==> config.mk <==
export PLATFORM = sky130hd
export DESIGN_NAME = uart_rx_ctrl
export DESIGN_NICKNAME = d
export VERILOG_FILES = /design/src/rtl/uart_rx_ctrl.sv
export SDC_FILE = /design/constraint.sdc
export NUM_CORES = 1
export LEC_CHECK = 0
export CAP_MARGIN = 15
export CORE_MARGIN = 2
export CORE_UTILIZATION = 56
export DETAILED_ROUTE_END_ITERATION = 7
export GPL_TIMING_DRIVEN = 0
export PLACE_DENSITY = 0.79
export SLEW_MARGIN = 20
export SYNTH_ARGS = -nofsm -noshare
export SYNTH_HDL_FRONTEND = slang
export SYNTH_SLANG_ARGS = --single-unit
==> constraint.sdc <==
create_clock -name CLK -period 3 [get_ports CLK]
set_input_delay 0.6 -clock CLK [delete_from_list [all_inputs] [get_ports CLK]]
set_output_delay 0.6 -clock CLK [all_outputs]
set_load 0.005 [all_outputs]
==> src/rtl/uart_rx_ctrl.sv <==
// UART receiver: oversampled bit sampler, frame FSM, deserializer, parity/stop checks.
// Optional build macro UART_RX_MAJORITY_EN selects 3-sample majority voting at mid-bit.
module uart_rx_ctrl #(
  parameter int DATA_WIDTH = 8
) (
  input  logic                  CLK,
  input  logic                  RST,
  input  logic                  RX_IN,
  input  logic                  PAR_EN,
  input  logic                  PAR_TYP,
  input  logic [5:0]            Prescale,
  output logic [DATA_WIDTH-1:0] P_DATA,
  output logic                  Data_Valid,
  output logic                  Par_Err,
  output logic                  Stp_Err
);

  localparam int BW = (DATA_WIDTH > 1) ? $clog2(DATA_WIDTH) : 1;

  typedef enum logic [2:0] {IDLE, START, DATA, PARITY, STOP} state_e;

  state_e                state_q, state_d;
  logic [5:0]            edge_q, edge_d;
  logic [5:0]            presc_q, presc_d;
  logic [BW-1:0]         bit_q, bit_d;
  logic [DATA_WIDTH-1:0] shift_q, shift_d;
  logic [DATA_WIDTH-1:0] pdata_q, pdata_d;
  logic                  parEn_q, parEn_d;
  logic                  parTyp_q, parTyp_d;
  logic                  parFlag_q, parFlag_d;
  logic                  dv_q, dv_d;
  logic                  perr_q, perr_d;
  logic                  serr_q, serr_d;
  logic [5:0]            half;
  logic                  bitEnd;
  logic                  sampleBit;
  logic                  expPar;

  assign half   = {1'b0, presc_q[5:1]};
  assign bitEnd = (edge_q == presc_q - 6'd1);
  assign expPar = parTyp_q ? ~^shift_q : ^shift_q;

`ifdef UART_RX_MAJORITY_EN
  logic [2:0] smp_q, smp_d;

  always_comb begin
    smp_d = smp_q;
    if (state_q != IDLE) begin
      if (edge_q == half - 6'd1) smp_d[0] = RX_IN;
      if (edge_q == half)        smp_d[1] = RX_IN;
      if (edge_q == half + 6'd1) smp_d[2] = RX_IN;
    end
  end

  assign sampleBit = (smp_q[0] & smp_q[1]) | (smp_q[0] & smp_q[2]) | (smp_q[1] & smp_q[2]);
`else
  logic smp_q, smp_d;

  always_comb begin
    smp_d = smp_q;
    if ((state_q != IDLE) && (edge_q == half)) smp_d = RX_IN;
  end

  assign sampleBit = smp_q;
`endif

  always_ff @(posedge CLK or negedge RST) begin
    if (!RST) begin
      state_q   <= IDLE;
      edge_q    <= '0;
      presc_q   <= '0;
      bit_q     <= '0;
      shift_q   <= '0;
      pdata_q   <= '0;
      parEn_q   <= 1'b0;
      parTyp_q  <= 1'b0;
      parFlag_q <= 1'b0;
      dv_q      <= 1'b0;
      perr_q    <= 1'b0;
      serr_q    <= 1'b0;
      smp_q     <= '0;
    end else begin
      state_q   <= state_d;
      edge_q    <= edge_d;
      presc_q   <= presc_d;
      bit_q     <= bit_d;
      shift_q   <= shift_d;
      pdata_q   <= pdata_d;
      parEn_q   <= parEn_d;
      parTyp_q  <= parTyp_d;
      parFlag_q <= parFlag_d;
      dv_q      <= dv_d;
      perr_q    <= perr_d;
      serr_q    <= serr_d;
      smp_q     <= smp_d;
    end
  end

  // Parity error is flagged at parity-bit end and pulsed one cycle into the stop bit.
  always_comb begin
    state_d   = state_q;
    edge_d    = edge_q;
    presc_d   = presc_q;
    bit_d     = bit_q;
    shift_d   = shift_q;
    pdata_d   = pdata_q;
    parEn_d   = parEn_q;
    parTyp_d  = parTyp_q;
    parFlag_d = parFlag_q;
    dv_d      = 1'b0;
    perr_d    = (state_q == STOP) && (edge_q == 6'd0) && parFlag_q;
    serr_d    = 1'b0;

    if (state_q != IDLE) edge_d = bitEnd ? 6'd0 : edge_q + 6'd1;

    case (state_q)
      IDLE: begin
        presc_d   = Prescale;
        parEn_d   = PAR_EN;
        parTyp_d  = PAR_TYP;
        parFlag_d = 1'b0;
        bit_d     = '0;
        edge_d    = 6'd0;
        if (!RX_IN) begin
          state_d = START;
          edge_d  = 6'd1;
        end
      end
      START: begin
        if (bitEnd) state_d = sampleBit ? IDLE : DATA;
      end
      DATA: begin
        if (bitEnd) begin
          shift_d = {sampleBit, shift_q[DATA_WIDTH-1:1]};
          if (bit_q == BW'(DATA_WIDTH - 1)) begin
            bit_d   = '0;
            state_d = parEn_q ? PARITY : STOP;
          end else begin
            bit_d = bit_q + BW'(1);
          end
        end
      end
      PARITY: begin
        if (bitEnd) begin
          parFlag_d = (sampleBit != expPar);
          state_d   = STOP;
        end
      end
      STOP: begin
        if (bitEnd) begin
          state_d = IDLE;
          serr_d  = ~sampleBit;
          if (sampleBit && !parFlag_q) begin
            pdata_d = shift_q;
            dv_d    = 1'b1;
          end
        end
      end
      default: state_d = IDLE;
    endcase
  end

  assign P_DATA     = pdata_q;
  assign Data_Valid = dv_q;
  assign Par_Err    = perr_q;
  assign Stp_Err    = serr_q;

endmodule
==> impl_metrics.json, run 1 <==
{
  "root_buffer": "clkbuf_8",
  "rrSetupSlack_ps": 620,
  "ys_types": 45,
  "status": "complete, no violations",
  "drive_gt1_share_pct": 17.8,
  "yosysTopAreaCell": "dfrtp_1",
  "endpoint_kind": "flop",
  "p_leak_nw": 1.17,
  "slew_headroom_pct": 38.6,
  "drv_slew": 0,
  "final_cells": 273,
  "core-area_mm2": 0.00369,
  "nets": 240,
  "cts_sinks": 41,
  "synth_top_cells_by_count": "dfrtp_1 (41), nand2_1 (29), xnor2_1 (11), mux2_2 (10), xor2_1 (10)",
  "ant_nets": 0,
  "clk_path_buf_depth": 2,
  "numCtsBuffers": 5,
  "min_path_type": "in -> async",
  "yosysMostFrequentCell": "dfrtp_1",
  "port_buffers": 21,
  "period_minus_slack_ps": 2380,
  "place_inst": 265,
  "syn_nets": 211,
  "fp.dieArea_mm2": 0.00439,
  "met2_usage_pct": 33.4,
  "drc": 0,
  "cp-startpoint": "presc_q[1]$_DFFE_PN0P_",
  "grt_pass1_vias": 1451,
  "timing.final.ws_setup_ps": 615,
  "crit_fanout": 10,
  "h-tree-depth": 2,
  "startpoint_type": "flop",
  "grt-ovfl-total": 0,
  "via_per_inst": 5.51,
  "cts_tree": "built",
  "r2r-start": "presc_q[1]$_DFFE_PN0P_",
  "critPathKind": "reg -> reg",
  "via_count": 1503,
  "netlist_instances": 195,
  "power.density_mw_per_mm2": 404,
  "drt_wl_total_um": 4080,
  "area_delta_synth_final_pct": 18.5,
  "required_ps": 3180,
  "grt_max_degree": 30,
  "die_h_um": 66.3,
  "post_cts_buffers": 0,
  "grt.met1_usage_pct": 28.7,
  "rows": 22,
  "synth_area_mm2": 0.00217,
  "finalHoldViolCount": 0,
  "wl_per_cell_um": 14.9,
  "ys_async_sr_fraction_pct": 100,
  "fin_setup_tns_ps": 0,
  "ir_drop_mv": 0.330,
  "grt_pass1_wl_um": 6850,
  "ys_ff_latch": 41,
  "rsz0062_at_grt": "no",
  "ys_warn_count": 0,
  "post_synth.cell_area_avg_um2": 11.1,
  "die_x_um": 66.3,
  "period_share_pct": 79.5,
  "clk_pin_slew_ps": 80,
  "busiest_layer": "met2",
  "max_freq_mhz": 419,
  "cts-resized-gates": 0,
  "setup_violations": 0,
  "ios": 22,
  "yosys-top-cells-area": "dfrtp_1 (47%), mux2_2 (5.2%), nand2_1 (5.0%)",
  "diodes": 0,
  "synth_top_area_share_pct": 47.2,
  "dp_slack_ps": 618,
  "fin_skew_ps": 2.22,
  "grt_use_total_pct": 21.2,
  "worst_pin_slew_ps": 914,
  "antenna_found_initial": 0,
  "start_util_pct": 58.9,
  "worstSkewPairLatency_ps": 290,
  "gp_congestion": 0.850,
  "first_pass_iters": 4,
  "cap_viol_max_count": 0,
  "dp_hpwl_um": 3030,
  "ys.flop_type": "dfrtp_1",
  "synth_enable_flop_cells": 0,
  "drt_first_iter_violations": 130,
  "worstPathArrival_ps": 2560,
  "ctsHoldBuffers": 0,
  "ys_seq_area_share_pct": 47.2,
  "use_met3_pct": 5.62
}
==> layer usage <==
layer | vias up | share of wire [%]
met2 | 32 | 48
met4 | 0 | 0.71
met1 | 740 | 47
met5 | - | 0
li1 | 728 | -
met3 | 3 | 4.2
==> power by group <==
group / internal, W / leakage, nW / switching (W) / total (W)
Clock: 0.000271 / 0.0585 / 0.000184 / 0.000455
Combinational: 0.0000157 / 0.603 / 0.0000145 / 0.0000302
Sequential: 0.000553 / 0.509 / 0.00000165 / 0.000554
==> cell usage in the layout (no fill, tap or decap), types with 2 or more instances in the layout <==
| cell | synthesis | final |
|---|---|---|
| nor2b_1 | 5 | 5 |
| clkbuf_8 | 0 | 6 |
| a21oi_1 | 2 | 2 |
| nand3_1 | 5 | 5 |
| buf_4 | 2 | 2 |
| dfrtp_1 | 41 | 41 |
| mux2i_1 | 2 | 2 |
| buf_2 | 1 | 2 |
| xnor2_1 | 11 | 11 |
| xor2_1 | 10 | 10 |
| o21ai_0 | 4 | 4 |
| nand2_1 | 29 | 29 |
| and2_1 | 3 | 3 |
| mux2_2 | 10 | 10 |
| clkbuf_1 | 4 | 5 |
| or3_1 | 2 | 2 |
| mux2_4 | 7 | 7 |
| ha_1 | 5 | 5 |
| inv_1 | 8 | 8 |
| nor4_1 | 4 | 4 |
| nand3_4 | 2 | 2 |
| nor2_1 | 5 | 5 |
| nor3_1 | 8 | 8 |
| o31ai_1 | 3 | 3 |
| clkdlybuf4s50_1 | 0 | 20 |
==> worst max-delay path: stages, from the launching register on <==
cell	delay, ps
dfrtp_1	420
or4_4	560
o21ai_2	120
nor4b_4	550
nand3_4	130
buf_6	190
mux2_4	300
==> area by class of cell <==
cell class                      instances  area (µm²)
Clock buffer                            7        86.3
Inverter                                8        30.0
Timing Repair Buffer                   22         225
Tap cell                               48        60.1
Clock inverter                          1        30.0
Buffer                                  8        46.3
Multi-Input combinational cell        138        1070
Fill cell                             303        1110
Sequential cell                        41        1030
==> metrics by stage <==
stage	utilization, %	hold slack (ps)	area, µm²	power [W]
2_1_floorplan	-	304	2170	0.000569
3_3_place_gp	66.2	488	2440	0.000593
3_5_place_dp	66.6	492	2460	0.000596
4_1_cts	69.8	195	2570	0.00105
5_1_grt	69.8	197	2570	0.00108
6_report	69.8	191	2570	0.00104
==> flip-flops by register name, indices dropped and copies added, names as in the netlist <==
| name | cells |
|---|---|
| Stp_Err | 1 |
| bit_q | 3 |
| presc_q | 6 |
| parTyp_q | 1 |
| parEn_q | 1 |
| Data_Valid | 1 |
| state_q | 3 |
| Par_Err | 1 |
| shift_q | 8 |
| sampleBit | 1 |
| edge_q | 6 |
| P_DATA | 8 |
| parFlag_q | 1 |
==> final timing paths <==
kind                                     endpoint  cells past startpoint
min                        presc_q[1]$_DFFE_PN0P_                      1
max in group asynchronous   P_DATA[2]$_DFFE_PN0P_                      2
max reg2reg                shift_q[1]$_DFFE_PN0P_                      6
min in group CLK            P_DATA[2]$_DFFE_PN0P_                      1
max                        shift_q[1]$_DFFE_PN0P_                      6
min reg2reg                 P_DATA[2]$_DFFE_PN0P_                      1
==> cells by family after synthesis <==
group	count (synthesis)	synth area share (%)
adder cells (fa/ha/maj)	5	2.88
flip-flops	41	47.2
AND/OR/NAND/NOR	74	19.4
XOR/XNOR	22	9.50
AO/OA/AOI/OAI	18	6.57
buffers and inverters	16	3.51
multiplexers	19	10.9
Power figures use the tool's default switching activity.
==> inputs of run 2 (changes only) <==
--- a/config.mk
+++ b/config.mk
@@ -7,10 +7,10 @@
 export LEC_CHECK = 0
 export CAP_MARGIN = 15
 export CORE_MARGIN = 2
-export CORE_UTILIZATION = 56
+export CORE_UTILIZATION = 51
 export DETAILED_ROUTE_END_ITERATION = 7
 export GPL_TIMING_DRIVEN = 0
-export PLACE_DENSITY = 0.79
+export PLACE_DENSITY = 0.76
 export SLEW_MARGIN = 20
 export SYNTH_ARGS = -nofsm -noshare
 export SYNTH_HDL_FRONTEND = slang
==> constraint.sdc (replaced) <==
create_clock -name CLK -period 2 [get_ports CLK]
set_input_delay 0.4 -clock CLK [delete_from_list [all_inputs] [get_ports CLK]]
set_output_delay 0.4 -clock CLK [all_outputs]
set_load 0.005 [all_outputs]
==> run 2 against run 1 <==
The flow now finishes with violations (setup timing). Die area grew 9.2%. Combinational power is 50% higher. Register-to-register slack got worse by 760 ps. Setup slack lost 760 ps. Sequential share of layout area fell by 3.2 points. Critical path type unchanged.
==> impl_metrics.json, run 2 (synthesis results as in run 1) <==
{
  "status": "finished with violations",
  "violations": "setup timing",
  "critical_path_buf_inv_count": 2,
  "first_pass_iters": 4,
  "min_path_type": "in -> async",
  "worstSkewPairLatency_ps": 290,
  "grt_pass1_wl_um": 7350,
  "cap_viol_max_count": 0,
  "critPathKind": "reg -> reg",
  "clk_pin_slew_ps": 70,
  "diodes": 0,
  "period_minus_slack_ps": 2140,
  "drc": 0,
  "power.density_mw_per_mm2": 559,
  "cp_top_family": "simple AND/OR/NAND/NOR gates",
  "rrSetupSlack_ps": -140,
  "cts_tree": "built",
  "startpoint_type": "flop",
  "ff2ff_path_depth": 7,
  "timing.final.ws_setup_ps": -142,
  "area_delta_synth_final_pct": 28.9,
  "nets": 251,
  "ant_nets": 0,
  "start_util_pct": 53.5,
  "fin_skew_ps": 6.70,
  "worst_pin_slew_ps": 706,
  "grt_max_degree": 28,
  "fp.dieArea_mm2": 0.00480,
  "crit_fanout": 8,
  "final_common_cell": "dfrtp_1",
  "slowest_stage": "or4_4",
  "drv_slew": 0,
  "design_area_mm2": 0.00280,
  "drt_wl_total_um": 4440,
  "grt_use_total_pct": 19.2,
  "endpoint_kind": "flop",
  "postPlaceCellArea_mm2": 0.00246,
  "worstPathArrival_ps": 2320,
  "fin_setup_tns_ps": -2430,
  "period_share_pct": 107,
  "via_per_inst": 5.47,
  "clk_path_buf_depth": 2,
  "required_ps": 2180,
  "grt-ovfl-total": 0,
  "core-area_mm2": 0.00406,
  "p_leak_nw": 1.25,
  "gp_congestion": 0.844,
  "critPathMaxStageDelay_ps": 570,
  "h-tree-depth": 2,
  "wl_per_cell_um": 15.5,
  "root_buffer": "clkbuf_8",
  "setup_violations": 29,
  "r2r_end": "shift_q[3]$_DFFE_PN0P_",
  "drive_gt1_share_pct": 27.5,
  "r2r-start": "presc_q[0]$_DFFE_PN0P_",
  "numCtsBuffers": 5,
  "max_freq_mhz": 467,
  "slew_headroom_pct": 52.7,
  "grt_pass1_vias": 1517,
  "crit_chain": "or4_4 -> o21ai_2 -> nor4b_4 -> buf_6 -> nand3_4 -> buf_12 -> mux2_4",
  "rows": 23,
  "port_buffers": 21,
  "rsz0062_at_grt": "yes",
  "antenna_found_initial": 0,
  "layout_common_cells": "dfrtp_1 (40), nand2_1 (29), clkdlybuf4s50_1 (20), xnor2_1 (11), mux2_2 (10)",
  "via_count": 1563,
  "cts_sinks": 41,
  "die_h_um": 69.3,
  "finalHoldViolCount": 0,
  "die_x_um": 69.3,
  "ios": 22,
  "dp_hpwl_um": 2800,
  "ir_drop_mv": 0.410,
  "drt_first_iter_violations": 90
}
==> run 2: changes by cell type in the layout (fill, tap and decap cells not counted), sizes merged <==
cell	delta
buf	+11
==> run 2: through the flow <==
| step | std cells | hold slack, ps | setup WS, ps | power [W] | util, % |
|---|---|---|---|---|---|
| 6_report | 286 | 11.3 | -142 | 0.00156 | 69.0 |
| 5_1_grt | 286 | 28.7 | -219 | 0.00162 | 69.0 |
| 4_1_cts | 285 | 20.3 | -124 | 0.00158 | 66.8 |
| 3_5_place_dp | 267 | 337 | -408 | 0.000895 | 60.6 |
| 3_3_place_gp | 266 | 486 | -512 | 0.000890 | 60.3 |
| 2_1_floorplan | 195 | 104 | -181 | 0.000853 | - |
==> run 2: worst reg2reg max path, stage by stage (launching register included) <==
cell     delay, ps
dfrtp_1        410
or4_4          570
o21ai_2        130
nor4b_4        210
buf_6          180
nand3_4         90
buf_12         150
mux2_4         290
==> run 2: how the worst max path moves through the flow <==
stage / end / start / cells past startpoint
floorplan: shift_q[0]$_DFFE_PN0P_ / presc_q[1]$_DFFE_PN0P_ / 6
global placement: shift_q[2]$_DFFE_PN0P_ / RST / 1
detailed placement: shift_q[3]$_DFFE_PN0P_ / presc_q[2]$_DFFE_PN0P_ / 6
CTS: shift_q[3]$_DFFE_PN0P_ / presc_q[1]$_DFFE_PN0P_ / 7
global route: Stp_Err$_DFF_PN0_ / presc_q[0]$_DFFE_PN0P_ / 8
finish: shift_q[3]$_DFFE_PN0P_ / presc_q[0]$_DFFE_PN0P_ / 7
==> run 2: power by group <==
part	internal (W)	switching, W
combinational	0.0000236	0.0000218
clock	0.000407	0.000280
sequential	0.000829	0.00000256
==> run 2: metal layers <==
metal	vias to the layer above	track usage, %	part of all wire, %
met3	12	3.49	3.6
li1	750	-	-
met2	41	30.1	48
met4	0	6.54	2.7
met5	-	0	0
met1	760	26.9	46
==> run 2: what timing repair did <==
item | in CTS | in global routing
gates cloned | 1 | 0
pin swaps | 3 | 8
endpoints found under the hold margin | 0 | 0
buffers inserted | 9 | 1
endpoints found under the setup margin | 31 | 30
gates resized for setup | 14 | 14
hold buffers | 0 | 0
==> run 2: cell type report <==
type,count,area [µm²]
clock inverter,1,30.0
inverter,8,30.0
multi-input combinational,138,1160
tap,50,62.6
timing repair buffer,33,339
buffer,8,58.8
fill,303,1260
clock buffer,7,86.3
sequential,41,1030
==> inputs of run 3 (changes only) <==
--- a/config.mk
+++ b/config.mk
@@ -10,6 +10,7 @@
 export CORE_UTILIZATION = 51
 export DETAILED_ROUTE_END_ITERATION = 7
 export GPL_TIMING_DRIVEN = 0
+export HOLD_SLACK_MARGIN = 0.02
 export PLACE_DENSITY = 0.76
 export SLEW_MARGIN = 20
 export SYNTH_ARGS = -nofsm -noshare
==> results of run 3 <==
No change in the layout: final DEF, timing and power equal those of run 2.
